==> src/rtl/regfile_flags.sv <==
// Register file with R0 tied to zero, write-through bypass on both read ports,
// and a {N,Z,C,P} flag register feeding a 3-bit branch-condition evaluator.
module regfile_flags #(
    parameter int NREGS = 16,
    parameter int WIDTH = 16
) (
    input  logic             clk,
    input  logic             rst_n,
    input  logic [3:0]       ra_addr,
    input  logic [3:0]       rb_addr,
    output logic [WIDTH-1:0] ra_data,
    output logic [WIDTH-1:0] rb_data,
    input  logic             w_en,
    input  logic [3:0]       w_addr,
    input  logic [WIDTH-1:0] w_data,
    input  logic             flag_we,
    input  logic             fN_in,
    input  logic             fZ_in,
    input  logic             fC_in,
    input  logic             fP_in,
    output logic [3:0]       flags,
    input  logic [2:0]       cond,
    output logic             cond_true
);

    localparam int AW = (NREGS > 1) ? $clog2(NREGS) : 1;

    logic [WIDTH-1:0] regs_r [NREGS];
    logic [3:0]       flags_r;
    logic [AW-1:0]    ra_idx_s;
    logic [AW-1:0]    rb_idx_s;
    logic [AW-1:0]    w_idx_s;
    logic             w_live_s;
    logic [WIDTH-1:0] ra_data_s;
    logic [WIDTH-1:0] rb_data_s;
    logic             cond_true_s;

    // Address decode: upper address bits are dropped so smaller files wrap.
    always_comb begin
        ra_idx_s = ra_addr[AW-1:0];
        rb_idx_s = rb_addr[AW-1:0];
        w_idx_s  = w_addr[AW-1:0];
        if (w_en && (w_idx_s != '0)) begin
            w_live_s = 1'b1;
        end else begin
            w_live_s = 1'b0;
        end
    end

    // Register array and flag register with asynchronous clear.
    always_ff @(posedge clk or negedge rst_n) begin
        if (!rst_n) begin
            for (int i = 0; i < NREGS; i++) begin
                regs_r[i] <= '0;
            end
            flags_r <= 4'b0000;
        end else begin
            if (w_live_s) begin
                regs_r[w_idx_s] <= w_data;
            end
            if (flag_we) begin
                flags_r <= {fN_in, fZ_in, fC_in, fP_in};
            end
        end
    end

    // Read port A: reset forces zero, R0 reads zero, pending write is bypassed.
    always_comb begin
        ra_data_s = '0;
        if (!rst_n) begin
            ra_data_s = '0;
        end else if (ra_idx_s == '0) begin
            ra_data_s = '0;
        end else if (w_live_s && (w_idx_s == ra_idx_s)) begin
            ra_data_s = w_data;
        end else begin
            ra_data_s = regs_r[ra_idx_s];
        end
    end

    // Read port B: same rules as port A.
    always_comb begin
        rb_data_s = '0;
        if (!rst_n) begin
            rb_data_s = '0;
        end else if (rb_idx_s == '0) begin
            rb_data_s = '0;
        end else if (w_live_s && (w_idx_s == rb_idx_s)) begin
            rb_data_s = w_data;
        end else begin
            rb_data_s = regs_r[rb_idx_s];
        end
    end

    // Branch condition from stored flags only; in reset only "always" is true.
    always_comb begin
        cond_true_s = 1'b0;
        if (!rst_n) begin
            cond_true_s = (cond == 3'd0);
        end else begin
            case (cond)
                3'd0:    cond_true_s = 1'b1;
                3'd1:    cond_true_s = flags_r[2];
                3'd2:    cond_true_s = ~flags_r[2];
                3'd3:    cond_true_s = flags_r[3];
                3'd4:    cond_true_s = flags_r[0];
                3'd5:    cond_true_s = flags_r[1];
                3'd6:    cond_true_s = ~flags_r[1];
                3'd7:    cond_true_s = 1'b0;
                default: cond_true_s = 1'b0;
            endcase
        end
    end

    assign ra_data   = ra_data_s;
    assign rb_data   = rb_data_s;
    assign flags     = flags_r;
    assign cond_true = cond_true_s;

endmodule

==> config.mk <==
export PLATFORM = sky130hd
export DESIGN_NAME = regfile_flags
export DESIGN_NICKNAME = d
export VERILOG_FILES = /design/src/rtl/regfile_flags.sv
export SDC_FILE = /design/constraint.sdc
export NUM_CORES = 1
export LEC_CHECK = 0
export ABC_AREA = 1
export ABC_CLOCK_PERIOD_IN_PS = 3100
export BUFFER_PORTS_ARGS = -buffer_cell sky130_fd_sc_hd__buf_2
export CAP_MARGIN = 40
export CORE_ASPECT_RATIO = 0.6
export CORE_MARGIN = 2
export CORE_UTILIZATION = 41
export CTS_CLUSTER_SIZE = 40
export DETAILED_ROUTE_END_ITERATION = 8
export PLACE_DENSITY = 0.61
export SYNTH_ARGS = -nofsm -noshare
export SYNTH_HDL_FRONTEND = slang
export SYNTH_SLANG_ARGS = --single-unit
==> constraint.sdc <==
create_clock -name clk -period 3.1 [get_ports clk]
set_input_delay 0.155 -clock clk [delete_from_list [all_inputs] [get_ports clk]]
set_output_delay 0.155 -clock clk [all_outputs]
set_load 0.02 [all_outputs]
# Word-level counts from Yosys, hierarchy flattened
# Cells that the tools add are included.
# op_classes
magnitude_cmp	4
eq_ne	9
n_mux	18
n_bitwise	5
reduce_logical	8
# ops
op	count
256-bit bitwise mux	1
16-bit 2-to-1 mux	11
16-bit binary-select mux with 4-bit select	2
16-bit demux with 4-bit select	1
5-bit greater-or-equal comparator (second input constant)	3
4-bit inverter with 5-bit output	3
3-bit equality test (second input constant)	4
4-bit equality test	2
4-bit logical NOT	2
1-bit case mux with 8 select lines	1
3-bit by 2-bit equality test with 1-bit output (second input constant)	2
5-bit by 1-bit less-than comparator with 1-bit output (second input constant)	1
1-bit logical AND	4
4-bit nonzero test	1
3-bit by 1-bit equality test with 1-bit output (second input constant)	1
3-bit logical NOT	1
1-bit 2-to-1 mux	2
1-bit inverter	2
# totals
regBits	260
inputBits	39
out_inout_bits	37
word_cells	61

# Depth between registers and ports, before layout
# Gate-level depths: netlist of run 1.
# depth
ltp_word	7
depth_mapped	11
ltp_nobuf	9

# Worst setup path after synthesis of run 1
# Ideal clock, no wire load.
# synth_timing
kind	input -> output
startpoint	in ra_addr[3]
endpoint	out ra_data[10]
arrival_time_ns	1.324
required_ns	2.945
path_slack_ns	1.621
cell_stages	8
n_path_buf	2
path_cell_list	buf_2 inv_1 nand2_1 inv_2 a31oi_4 clkbuf_1 o21ai_0 nor2_1
# synth_between
elab_chain_len	7
word_cells_on_any_way	10
classes_between	1 x eq/ne; 6 x mux; 1 x bitwise; 2 x reduce/logical
# synth_lines
element	line_no	text
from (decl)	9	input logic [3:0] ra_addr,
4-bit inverter with 5-bit output (implied by the code)	77	ra_data_s = regs_r[ra_idx_s];
16-bit binary-select mux with 4-bit select	77	
16-bit 2-to-1 mux (implied by the code) (2 in a row)	77	
16-bit 2-to-1 mux	74	end else if (w_live_s && (w_idx_s == ra_idx_s)) begin
16-bit 2-to-1 mux (*)	72	end else if (ra_idx_s == '0) begin
16-bit 2-to-1 mux (*)	70	if (!rst_n) begin
to (decl)	11	output logic [WIDTH-1:0] ra_data,
# Mark *: on every way between the ends. The rest lies on a longest branch, timed or not. The select of a mux whose other input is x is not followed.

# Worst setup path after layout of run 1
# layout_timing
startpoint	in ra_addr[2]
endpoint	out ra_data[10]
# The elaborated chain is that of the path after synthesis.

==> run summary, run 1 <==
GRT
- **via count of the first global-routing pass** 15040
- **number of antenna violations at the first check in global routing** 2
- **global routing usage on met2** 40.63%
- **aggregate global-route resource usage** 28.93%
- **met1 track utilization from global routing** 43.91%
- **most heavily used metal layer in global routing** met1
- **met3 Resource Use GR** 6.333%
- **pin count of the biggest net entering global routing** 153
- **global-route wire length before repair** 90.22 mm
- **Remaining Overflow, GRT** 0

Timing
- **transition at the pin with the smallest max-transition slack** 935.8 ps
- **RSZ-0062 raised after global routing** false
- **part of the cycle the worst path needs** 89.55%
- **Relative slew margins** 37.61%
- **Slew Viols, Final** 0
- **number of hold violations in the final report** 0
- **sum of negative setup slack** 0 ps
- **shortest clock period the worst path allows after layout** 2776 ps
- **Finish-stage setup viols** 0
- **Worst Clk Skew** 0 ps
- **maximum clock frequency** 360.2 MHz
- **final worst slack** 324.0 ps

Logic synthesis
- **Post-Synthesis Net Count** 2516
- **Synth Register Bits** 260
- **synthesized area** 0.01585 sq mm
- **synthesized instance count** 2477
- **mean instance size in the synthesized netlist** 6.397 sq um
- **number of distinct library cell variants in the gate-level netlist after synthesis** 25
- **sequential cell area fraction in the yosys report** 41.06%
- **count of warnings emitted by yosys** 0

Setup path
- **Max FO, Critical Path** 19
- **reg-to-reg startpoint** flags[3]$_DFFE_PN0P_
- **signal arrival time at the worst endpoint** 2620 ps
- **endpoint of the worst-slack reg-to-reg timing path** flags[3]$_DFFE_PN0P_
- **sort of element at the end of the critical path** output pin
- **CP startpoint kind** primary input
- **R2R Setup Slk** 1760 ps
- **critical path start-end classification** primary input to output pin
- **Worst Path Required** 2940 ps
- **depth of the worst register-to-register path** 2

Final layout
- **Area growth, synth to finish** 11.78%
- **fraction of layout instances using a drive strength above 1** 7.445%
- **Nets** 2505
- **Fillers** 3931
- **post-route cell area** 0.01771 sq mm
- **Sequential cell area** 0.006506 sq mm
- **multi-input gate area in the final layout** 0.007405 sq mm

Power
- **Lkg Pwr** 0.009508 uW
- **Pwr per Cell Area** 605.4 mW/mm^2
- **Max VDD drop** 0.4753 mV

Route
- **routed via count** 16150
- **number of design rule violations left after detail routing** 0
- **overall routed net length** 57.55 mm
- **drt first-iter violations** 2365
- **number of detailed-route iterations in the first pass** 7
- **average via count per standard cell** 5.384
- **final antenna-violating net count** 0
- **routed length per placed instance** 19.19 um

Clock tree
- **clock root cell** sky130_fd_sc_hd__clkbuf_16
- **clock latency on the worst-skew pair** 570 ps
- **CTS HTree Levels** 1
- **TritonCTS clock tree** done
- **number of buffers on the longest clock path** 3
- **number of CTS-inserted buffers** 27
- **clock-pin slew of the registers on the worst-case setup and hold paths** 70 ps
- **number of setup buffers added after CTS** 0
- **number of sinks handled by clock tree synthesis** 260

Floorplan
- **effective utilization at floorplan** 41.79%
- **area of the core region** 0.03792 sq mm
- **number of cell rows** 55
- **die height** 156.3 um
- **count of boundary I/O pins** 76
- **Die Outline Area** 0.04029 sq mm
- **die width** 257.8 um

Outcome
- **outcome** completed

Job
- **Max Cap Violations** 0

Placement
- **number of buffer cells added on primary ports** 75
- **total cell area at the placement stage** 0.01646 sq mm
- **worst slack at placement** 477.0 ps
- **routability congestion estimate** 1.003
- **detailed-placement wirelength estimate** 38.07 mm

Hold path
- **class of the worst hold path** primary input to asynchronous set/reset pin

[cells by family after synthesis]
| kind of cell | after synthesis | share of synthesized area [%] |
|---|---|---|
| flops | 260 | 41.06 |
| buf+inv | 480 | 12.33 |
| xor+xnor | 4 | 0.2211 |
| compound gates | 282 | 9.064 |
| simple gates | 1450 | 37.26 |
| mux | 1 | 0.07106 |
[report_power, final]
group          leakage [uW]  total [uW]  internal, uW  switching, uW
logic               0.00576        2740           865           1880
registers           0.00327        4370          4060            309
clock network      0.000476        3610          2160           1450
[critical path, stage by stage]
cell	delay, ps
sky130_fd_sc_hd__buf_2	460
sky130_fd_sc_hd__inv_2	390
sky130_fd_sc_hd__nor2_1	700
sky130_fd_sc_hd__buf_4	320
sky130_fd_sc_hd__nand2_1	80
sky130_fd_sc_hd__nand3_1	100
sky130_fd_sc_hd__nor2_1	80
sky130_fd_sc_hd__nor2_1	120
sky130_fd_sc_hd__buf_2	190
[sequential cells by signal (all words and copies together) (netlist names)]
signal / flops
flags: 4
regs_r: 256
[area by class of cell]
class	instances	share of cell area (%)
flip-flops and latches	260	36.73
inverters	294	6.258
well taps	513	3.624
clock buffers	36	4.344
diodes	1	0.01413
clock inverters	12	1.123
repair buffers	146	6.103
multi-input cells	1737	41.80
[synth_stat cells, drive strengths merged]
cell type	count	share of area [%]
nand2	981	23
nand3	325	10
inv	294	7.0
o21ai	277	8.7
dfrtp	260	41
nor2	140	3.4
buf	113	3.6
clkbuf	73	1.8
nor3	4	0.33
xor2	4	0.22
a21oi	2	0.063
a31oi	2	0.21
mux2	1	0.071
o22ai	1	0.040
[repair_timing]
action                                 4_1_cts  5_1_grt
hold buffers                                28        0
gates resized for setup                      0        0
setup endpoints to repair                    0        0
endpoints found under the hold margin      328        0
[layout by cell type (no fill, tap or decap)]
cell / n
sky130_fd_sc_hd__clkbuf_1: 3
sky130_fd_sc_hd__bufinv_16: 5
sky130_fd_sc_hd__inv_4: 2
sky130_fd_sc_hd__nand2_1: 980
sky130_fd_sc_hd__dlygate4sd3_1: 28
sky130_fd_sc_hd__nor3_4: 4
sky130_fd_sc_hd__a31oi_4: 1
sky130_fd_sc_hd__nand3_2: 1
sky130_fd_sc_hd__o21ai_0: 267
sky130_fd_sc_hd__dfrtp_1: 260
sky130_fd_sc_hd__xor2_1: 4
sky130_fd_sc_hd__nand2_2: 1
sky130_fd_sc_hd__clkinvlp_4: 1
sky130_fd_sc_hd__a21oi_1: 2
sky130_fd_sc_hd__mux2_2: 1
sky130_fd_sc_hd__diode_2: 1
sky130_fd_sc_hd__buf_2: 72
sky130_fd_sc_hd__buf_8: 1
sky130_fd_sc_hd__clkbuf_16: 27
sky130_fd_sc_hd__buf_4: 38
sky130_fd_sc_hd__clkbuf_8: 6
sky130_fd_sc_hd__nor2_2: 3
sky130_fd_sc_hd__o21ai_1: 10
sky130_fd_sc_hd__o22ai_1: 1
sky130_fd_sc_hd__clkinv_2: 3
sky130_fd_sc_hd__inv_6: 3
sky130_fd_sc_hd__buf_12: 7
sky130_fd_sc_hd__a31oi_2: 1
sky130_fd_sc_hd__nor2_1: 136
sky130_fd_sc_hd__inv_1: 285
sky130_fd_sc_hd__nand3_1: 324
sky130_fd_sc_hd__inv_2: 7
sky130_fd_sc_hd__nor2_4: 1
[layer usage]
layer | share of wire [%] | wire length, um
met2 | 40 | 22870
met5 | 0 | 0
met1 | 46 | 26390
met3 | 12 | 6659
met4 | 2.8 | 1634
[stage by stage]
step / utilization, % / std cells / total power, uW / hold slack (ps)
detailed placement: 43.42 / 2922 / 7068 / -5.160
global route: 46.72 / 2999 / 11370 / 26.76
global placement: 43.42 / 2922 / 6991 / -4.476
finish: 46.72 / 2999 / 10720 / 13.31
floorplan: - / 2477 / 6206 / -140.6
CTS: 46.71 / 2998 / 10720 / 4.396
[worst max-delay path by stage]
| stage | slack (ps) | startpoint | end | cells past startpoint |
|---|---|---|---|---|
| 6_report | 320 | ra_addr[2] | ra_data[10] | 9 |
| 5_1_grt | 270 | ra_addr[2] | ra_data[12] | 9 |
| 4_1_cts | 470 | ra_addr[2] | ra_data[10] | 9 |
| 3_5_place_dp | 480 | ra_addr[2] | ra_data[10] | 9 |
| 3_3_place_gp | 520 | ra_addr[2] | ra_data[8] | 9 |
| 2_1_floorplan | 1620 | ra_addr[3] | ra_data[10] | 8 |
No activity file was read; power rests on OpenSTA's default activity.
==> run 2: changes to the inputs <==
==> constraint.sdc (replaced) <==
create_clock -name clk -period 3.1 [get_ports clk]
set_input_delay 0.62 -clock clk [delete_from_list [all_inputs] [get_ports clk]]
set_output_delay 0.62 -clock clk [all_outputs]
set_load 0.02 [all_outputs]
==> run 2 against run 1 <==
Compared with the run above: combinational power barely moved; largest cell class unchanged; wire length increased by 0.33%; core utilization is 0.14 points lower; sequential cell count unchanged; first-iteration DRC count shrank 6.2%; die area is the same; critical endpoint is now rb_data[15]; critical path depth rose by 1; hold slack better by 120 ps; sequential share of layout area is 0.11 points higher.
==> run summary, run 2 (synthesis results as in run 1) <==
Clock tree
- **clock-pin slew of the registers on the worst-case setup and hold paths** 70 ps, about the same
- **Resized cells post-CTS** 0, unchanged
- **CTS HTree Levels** 1, unchanged
- **number of setup buffers added after CTS** 0, unchanged
- **number of CTS-inserted buffers** 28, +3.7%
- **number of sinks handled by clock tree synthesis** 260, unchanged
- **TritonCTS clock tree** done
- **number of buffers on the longest clock path** 3, unchanged
- **clock latency on the worst-skew pair** 570 ps, about the same
- **hold buffer count at CTS** 0, -100%
- **clock root cell** sky130_fd_sc_hd__clkbuf_16

Final layout
- **top library cells by usage in the layout, fill and taps aside** sky130_fd_sc_hd__nand2_1, sky130_fd_sc_hd__nand3_1, sky130_fd_sc_hd__inv_1
- **Fillers** 3867, -1.6%
- **Biggest register** regs_r
- **Final Non-Filler Cells** 2993, -0.20%
- **Nets** 2497, -0.32%
- **Area growth, synth to finish** 11.44%
- **fraction of layout instances using a drive strength above 1** 8.111%, +0.67 points
- **most common cell after layout, fill and taps aside** sky130_fd_sc_hd__nand2_1
- **Largest register FFs** 256, unchanged

GRT
- **pin count of the biggest net entering global routing** 138, -9.8%
- **Remaining Overflow, GRT** 0, unchanged
- **number of antenna violations at the first check in global routing** 1, -1
- **via count of the first global-routing pass** 14900, -0.95%
- **aggregate global-route resource usage** 28.96%, +0.032 points
- **global-route wire length before repair** 90.10 mm, -0.14%

Timing
- **part of the cycle the worst path needs** 97.25%, +7.7 points
- **transition at the pin with the smallest max-transition slack** 764.8 ps, -171.0 ps
- **final worst slack** 85.20 ps, -238.8 ps
- **Slew Viols, Final** 0, unchanged
- **Relative slew margins** 49.01%, +11 points
- **RSZ-0062 raised after global routing** false
- **Worst Clk Skew** 0 ps, unchanged
- **sum of negative setup slack** 0 ps, unchanged
- **number of hold violations in the final report** 0, unchanged
- **Finish-stage setup viols** 0, unchanged
- **shortest clock period the worst path allows after layout** 3015 ps, +238.8 ps
- **maximum clock frequency** 331.7 MHz, -7.9%

Route
- **overall routed net length** 57.74 mm, +0.33%
- **final antenna-violating net count** 0, unchanged
- **number of detailed-route iterations in the first pass** 6, -1
- **number of design rule violations left after detail routing** 0, unchanged
- **average via count per standard cell** 5.396, +0.21%
- **routed length per placed instance** 19.29 um, +0.53%
- **routed via count** 16150, +0.012%
- **drt first-iter violations** 2218, -6.2%

Floorplan
- **area of the core region** 0.03792 sq mm, unchanged
- **die height** 156.3 um, unchanged
- **count of boundary I/O pins** 76, unchanged
- **Die Outline Area** 0.04029 sq mm, unchanged
- **effective utilization at floorplan** 41.79%, unchanged
- **number of cell rows** 55, unchanged
- **die width** 257.8 um, unchanged

Power
- **sequential group share of total power** 41.1%, +0.3 points
- **net switching power** 3658 uW, +0.57%
- **clock network fraction of design power** 33.3%, -0.4 points
- **internal power summed over all cells** 6986 uW, -1.4%
- **Design Power** 10640 uW, -0.75%
- **Pwr per Cell Area** 602.8 mW/mm^2, -0.44%
- **Max VDD drop** 0.6710 mV, +41%
- **net switching fraction of the power** 34.36%, +0.45 points
- **logic gate share of total power** 25.6%, about the same
- **Lkg Pwr** 0.009518 uW, about the same

Setup path
- **Max FO, Critical Path** 34, +15
- **CP startpoint kind** primary input
- **sort of element at the end of the critical path** output pin
- **signal arrival time at the worst endpoint** 2390 ps, -230 ps
- **reg-to-reg startpoint** flags[3]$_DFFE_PN0P_
- **Worst setup startpoint** rb_addr[1]
- **critical path start-end classification** primary input to output pin
- **Worst Path Required** 2480 ps, -460 ps

Placement
- **detailed-placement wirelength estimate** 38.88 mm, +2.1%
- **cell count after placement** 2941, +0.65%
- **worst slack at placement** 248.6 ps, -228.4 ps
- **routability congestion estimate** 1.030, +2.6%
- **number of buffer cells added on primary ports** 75, unchanged

Outcome
- **outcome** completed

Job
- **Max Cap Violations** 0, unchanged

Hold path
- **class of the worst hold path** primary input to asynchronous set/reset pin

[run 2: changes by cell type in the layout (fill, tap and decap cells not counted), sizes merged]
cell         before  now
dlygate4sd3      28    0
buf             118  137
diode             1    2
bufinv            5    3
clkinv            3    4
clkbuf           36   41
inv             297  295
[run 2: final cells by class]
| type | count | area, sq um | area share [%] |
|---|---|---|---|
| multi-input cells | 1737 | 7405 | 41.93 |
| flip-flops and latches | 260 | 6506 | 36.84 |
| inverters | 294 | 1109 | 6.277 |
| repair buffers | 137 | 1056 | 5.980 |
| clock buffers | 41 | 810.8 | 4.591 |
| well taps | 513 | 641.9 | 3.635 |
| clock inverters | 9 | 126.4 | 0.7156 |
| diodes | 2 | 5.005 | 0.02834 |
[run 2: per-stage QoR]
step                      cell area, sq um  hold slack, ps  util [%]
final                                17660           129.9     46.57
after global routing                 17660           225.5     46.57
after floorplan                      15850           324.4         -
after global placement               16720           365.3     44.09
after detailed placement             16720           365.6     44.09
after CTS                            17650           212.8     46.56
[run 2: power by group through the flow]
stage / combinational (uW) / clock [uW] / sequential (uW)
after global placement: 2610 / 0 / 4400
after floorplan: 1860 / 0 / 4350
after global routing: 3110 / 3730 / 4450
final: 2730 / 3540 / 4370
after detailed placement: 2670 / 0 / 4420
after CTS: 2680 / 3590 / 4370
[run 2: critical path, stage by stage]
cell	delay, ps
sky130_fd_sc_hd__buf_2	160
sky130_fd_sc_hd__inv_2	110
sky130_fd_sc_hd__buf_12	250
sky130_fd_sc_hd__nand3_1	240
sky130_fd_sc_hd__nand3_1	130
sky130_fd_sc_hd__nand2_1	50
sky130_fd_sc_hd__nor2_1	410
sky130_fd_sc_hd__nor2_1	100
sky130_fd_sc_hd__nor2_1	110
sky130_fd_sc_hd__buf_2	170
[run 2: final timing paths]
kind	end	slack [ps]	cells after the start
min in group clk	flags[2]$_DFFE_PN0P_	260	3
max reg2reg	flags[3]$_DFFE_PN0P_	2320	1
max	rb_data[15]	90	10
max in group asynchronous	regs_r[202]$_DFFE_PN0P_	1770	3
min reg2reg	regs_r[250]$_DFFE_PN0P_	380	0
min	regs_r[209]$_DFFE_PN0P_	130	2
[run 2: layer usage]
layer  vias to the layer above  part of all wire, %  GRT usage (%)
met1                      7558                   46          44.42
li1                       7582                    -              -
met5                         -                    0              0
met4                         0                  2.8          8.643
met2                       903                   40          40.30
met3                       106                   12          6.171
==> run 3: changes to the inputs <==
--- a/config.mk
+++ b/config.mk
@@ -5,7 +5,6 @@
 export SDC_FILE = /design/constraint.sdc
 export NUM_CORES = 1
 export LEC_CHECK = 0
-export ABC_AREA = 1
 export ABC_CLOCK_PERIOD_IN_PS = 3100
 export BUFFER_PORTS_ARGS = -buffer_cell sky130_fd_sc_hd__buf_2
 export CAP_MARGIN = 40
@@ -15,6 +14,7 @@
 export CTS_CLUSTER_SIZE = 40
 export DETAILED_ROUTE_END_ITERATION = 8
 export PLACE_DENSITY = 0.61
+export REMOVE_ABC_BUFFERS = 1
 export SYNTH_ARGS = -nofsm -noshare
 export SYNTH_HDL_FRONTEND = slang
 export SYNTH_SLANG_ARGS = --single-unit
==> run 3 against run 2 <==
Compared with the run above: power decreased by 4.2%; highest routed layer unchanged; register-to-register slack worse by 60 ps; fmax increased by 0.34%; largest power group unchanged; combinational power fell by 11%; sequential cell count stayed put; clock-buffer cell count decreased by 4; via count decreased by 43%.
==> run summary, run 3 <==
Outcome
- **outcome** completed

Power
- **Lkg Pwr** 0.007158 uW, -25%
- **Max VDD drop** 0.4261 mV, -36%
- **Pwr per Cell Area** 614.4 mW/mm^2, +1.9%
- **Design Power** 10200 uW, -4.2%

Floorplan
- **Die Outline Area** 0.03656 sq mm, -9.3%
- **area of the core region** 0.03475 sq mm, -8.4%
- **count of boundary I/O pins** 76, unchanged
- **effective utilization at floorplan** 41.30%, -0.49 points
- **number of cell rows** 53, -3.6%
- **die width** 245.5 um, -4.8%
- **die height** 148.9 um, -4.7%

Logic synthesis
- **synthesized instance count** 953, -62%
- **synthesized area** 0.01435 sq mm, -9.4%
- **commonest cells in the synthesized netlist** sky130_fd_sc_hd__dfrtp_1, sky130_fd_sc_hd__mux2_2, sky130_fd_sc_hd__mux4_2, sky130_fd_sc_hd__mux2_1, sky130_fd_sc_hd__buf_2
- **Main synth FF type** sky130_fd_sc_hd__dfrtp_1
- **Synth Register Bits** 260, unchanged
- **count of warnings emitted by yosys** 0, unchanged
- **number of distinct library cell variants in the gate-level netlist after synthesis** 37, +48%
- **largest cells by area after synthesis** sky130_fd_sc_hd__dfrtp_1, sky130_fd_sc_hd__mux4_2, sky130_fd_sc_hd__mux2_2
- **number of flops mapped to enable cells by yosys** 0, unchanged
- **mean instance size in the synthesized netlist** 15.06 sq um, +140%
- **top cell type's share of synthesized area** 45.34%, +4.3 points
- **library cell occupying the most area in the post-synthesis netlist** sky130_fd_sc_hd__dfrtp_1
- **sequential cell area fraction in the yosys report** 45.34%, +4.3 points
- **share of flip-flops with an asynchronous set or reset** 100.0%, unchanged
- **cell with the most instances after synthesis** sky130_fd_sc_hd__dfrtp_1

Final layout
- **Biggest register** regs_r
- **top library cells by usage in the layout, fill and taps aside** sky130_fd_sc_hd__dfrtp_1, sky130_fd_sc_hd__mux2_2, sky130_fd_sc_hd__mux4_2
- **fraction of layout instances using a drive strength above 1** 49.10%, +41 points
- **Sequential cell area** 0.006506 sq mm, unchanged
- **multi-input gate area in the final layout** 0.007243 sq mm, -2.2%
- **Nets** 1084, -57%
- **post-route cell area** 0.01660 sq mm, -6.0%
- **Area growth, synth to finish** 15.69%
- **antenna cell count** 0, -2
- **Largest register FFs** 256, unchanged
- **Fillers** 3080, -20%
- **most common cell after layout, fill and taps aside** sky130_fd_sc_hd__dfrtp_1

Setup path
- **signal arrival time at the worst endpoint** 2380 ps, about the same
- **reg-to-reg startpoint** regs_r[181]$_DFFE_PN0P_
- **R2R Setup Slk** 2260 ps, -60 ps
- **Max FO, Critical Path** 24, -29%
- **Worst Path Required** 2480 ps, about the same
- **CP startpoint kind** primary input
- **sort of element at the end of the critical path** output pin
- **depth of the worst register-to-register path** 1, unchanged
- **critical path start-end classification** primary input to output pin
- **endpoint of the worst-slack reg-to-reg timing path** regs_r[181]$_DFFE_PN0P_

Timing
- **maximum clock frequency** 332.8 MHz, +0.34%
- **Slew Viols, Final** 0, unchanged
- **RSZ-0062 raised after global routing** false
- **Finish-stage setup viols** 0, unchanged
- **sum of negative setup slack** 0 ps, unchanged
- **number of hold violations in the final report** 0, unchanged
- **part of the cycle the worst path needs** 96.92%, -0.33 points
- **Hold Worst Slack** 44.60 ps, -85.30 ps
- **shortest clock period the worst path allows after layout** 3005 ps, -10.27 ps
- **transition at the pin with the smallest max-transition slack** 856.7 ps, +91.93 ps
- **Relative slew margins** 42.88%, -6.1 points
- **Worst Clk Skew** 0 ps, unchanged

Clock tree
- **clock-pin slew of the registers on the worst-case setup and hold paths** 60 ps, about the same
- **clock root cell** sky130_fd_sc_hd__clkbuf_16
- **number of buffers on the longest clock path** 3, unchanged
- **number of sinks handled by clock tree synthesis** 260, unchanged
- **clock latency on the worst-skew pair** 550 ps, -20 ps
- **hold buffer count at CTS** 0, unchanged
- **CTS HTree Levels** 1, unchanged
- **number of CTS-inserted buffers** 26, -7.1%
- **TritonCTS clock tree** done

Hold path
- **class of the worst hold path** primary input to asynchronous set/reset pin

GRT
- **via count of the first global-routing pass** 9383, -37%
- **Remaining Overflow, GRT** 0, unchanged
- **aggregate global-route resource usage** 22.27%, -6.7 points
- **global-route wire length before repair** 60.93 mm, -32%
- **pin count of the biggest net entering global routing** 142, +2.9%
- **number of antenna violations at the first check in global routing** 0, -1

Route
- **drt first-iter violations** 730, -67%
- **routed via count** 9196, -43%
- **final antenna-violating net count** 0, unchanged
- **routed length per placed instance** 26.02 um, +35%
- **number of design rule violations left after detail routing** 0, unchanged
- **number of detailed-route iterations in the first pass** 5, -1
- **overall routed net length** 39.76 mm, -31%
- **average via count per standard cell** 6.018, +12%

Placement
- **total cell area at the placement stage** 0.01576 sq mm, -5.7%
- **number of buffer cells added on primary ports** 75, unchanged
- **routability congestion estimate** 0.8317, -19%
- **detailed-placement wirelength estimate** 27.22 mm, -30%

Job
- **Max Cap Violations** 0, unchanged

run 3: final cells by class:
cell class | count | area share, %
sequential | 260 | 39.19
inverter | 1 | 0.02261
clock inverter | 7 | 0.2261
timing repair buffer | 174 | 8.757
clock buffer | 37 | 4.657
multi-input combinational | 582 | 43.63
tap | 467 | 3.519
run 3: stage by stage:
step | std cells | utilization (%) | setup slack [ps]
after global placement | 1481 | 45.28 | 47.38
after CTS | 1526 | 47.69 | 33.74
final | 1528 | 47.78 | 95.47
after detailed placement | 1482 | 45.36 | 41.04
after global routing | 1528 | 47.78 | 34.94
after floorplan | 843 | - | 548.2
run 3: worst max-delay path by stage:
stage | cells past startpoint | startpoint | slack [ps] | to
6_report | 7 | ra_addr[2] | 100 | ra_data[4]
2_1_floorplan | 4 | w_addr[0] | 550 | ra_data[0]
5_1_grt | 8 | w_addr[0] | 30 | rb_data[1]
3_5_place_dp | 7 | rb_addr[1] | 40 | rb_data[8]
4_1_cts | 7 | ra_addr[1] | 30 | ra_data[7]
3_3_place_gp | 7 | ra_addr[0] | 50 | ra_data[1]
run 3: logic make-up (layout without fill, tap and decap cells):
family,after synthesis,after routing,synth area share (%)
AOI/OAI and AO/OA,72,72,4.569
DFF,260,260,45.34
muxes,408,408,41.88
xor gates and xnor gates,8,8,0.4883
and+or+nand+nor,94,94,3.383
buffers and inverters,111,219,4.342
run 3: routing by layer:
layer,vias up,wire [um],GRT usage (%),part of all wire (%)
li1,3861,-,-,-
met4,0,710,4.212,1.8
met1,4941,19180,34.89,48
met5,-,0,0,0
met3,52,2895,4.263,7.3
met2,342,16980,32.27,43
run 3: worst max-delay path, stage by stage:
cell                      delay (ps)
sky130_fd_sc_hd__buf_4           380
sky130_fd_sc_hd__buf_4           240
sky130_fd_sc_hd__mux4_2          280
sky130_fd_sc_hd__nor2b_1         140
sky130_fd_sc_hd__a211o_1         270
sky130_fd_sc_hd__a32o_1          260
sky130_fd_sc_hd__buf_2           160
run 3: what timing repair did:
action | CTS | global route
buffers inserted | 0 | 2
endpoints found under the setup margin | 0 | 12
resized for setup | 0 | 4
run 3: where the power goes:
part,switching [uW],internal (uW)
Clock,1350,1720
Sequential,556,4130
Combinational,940,1500
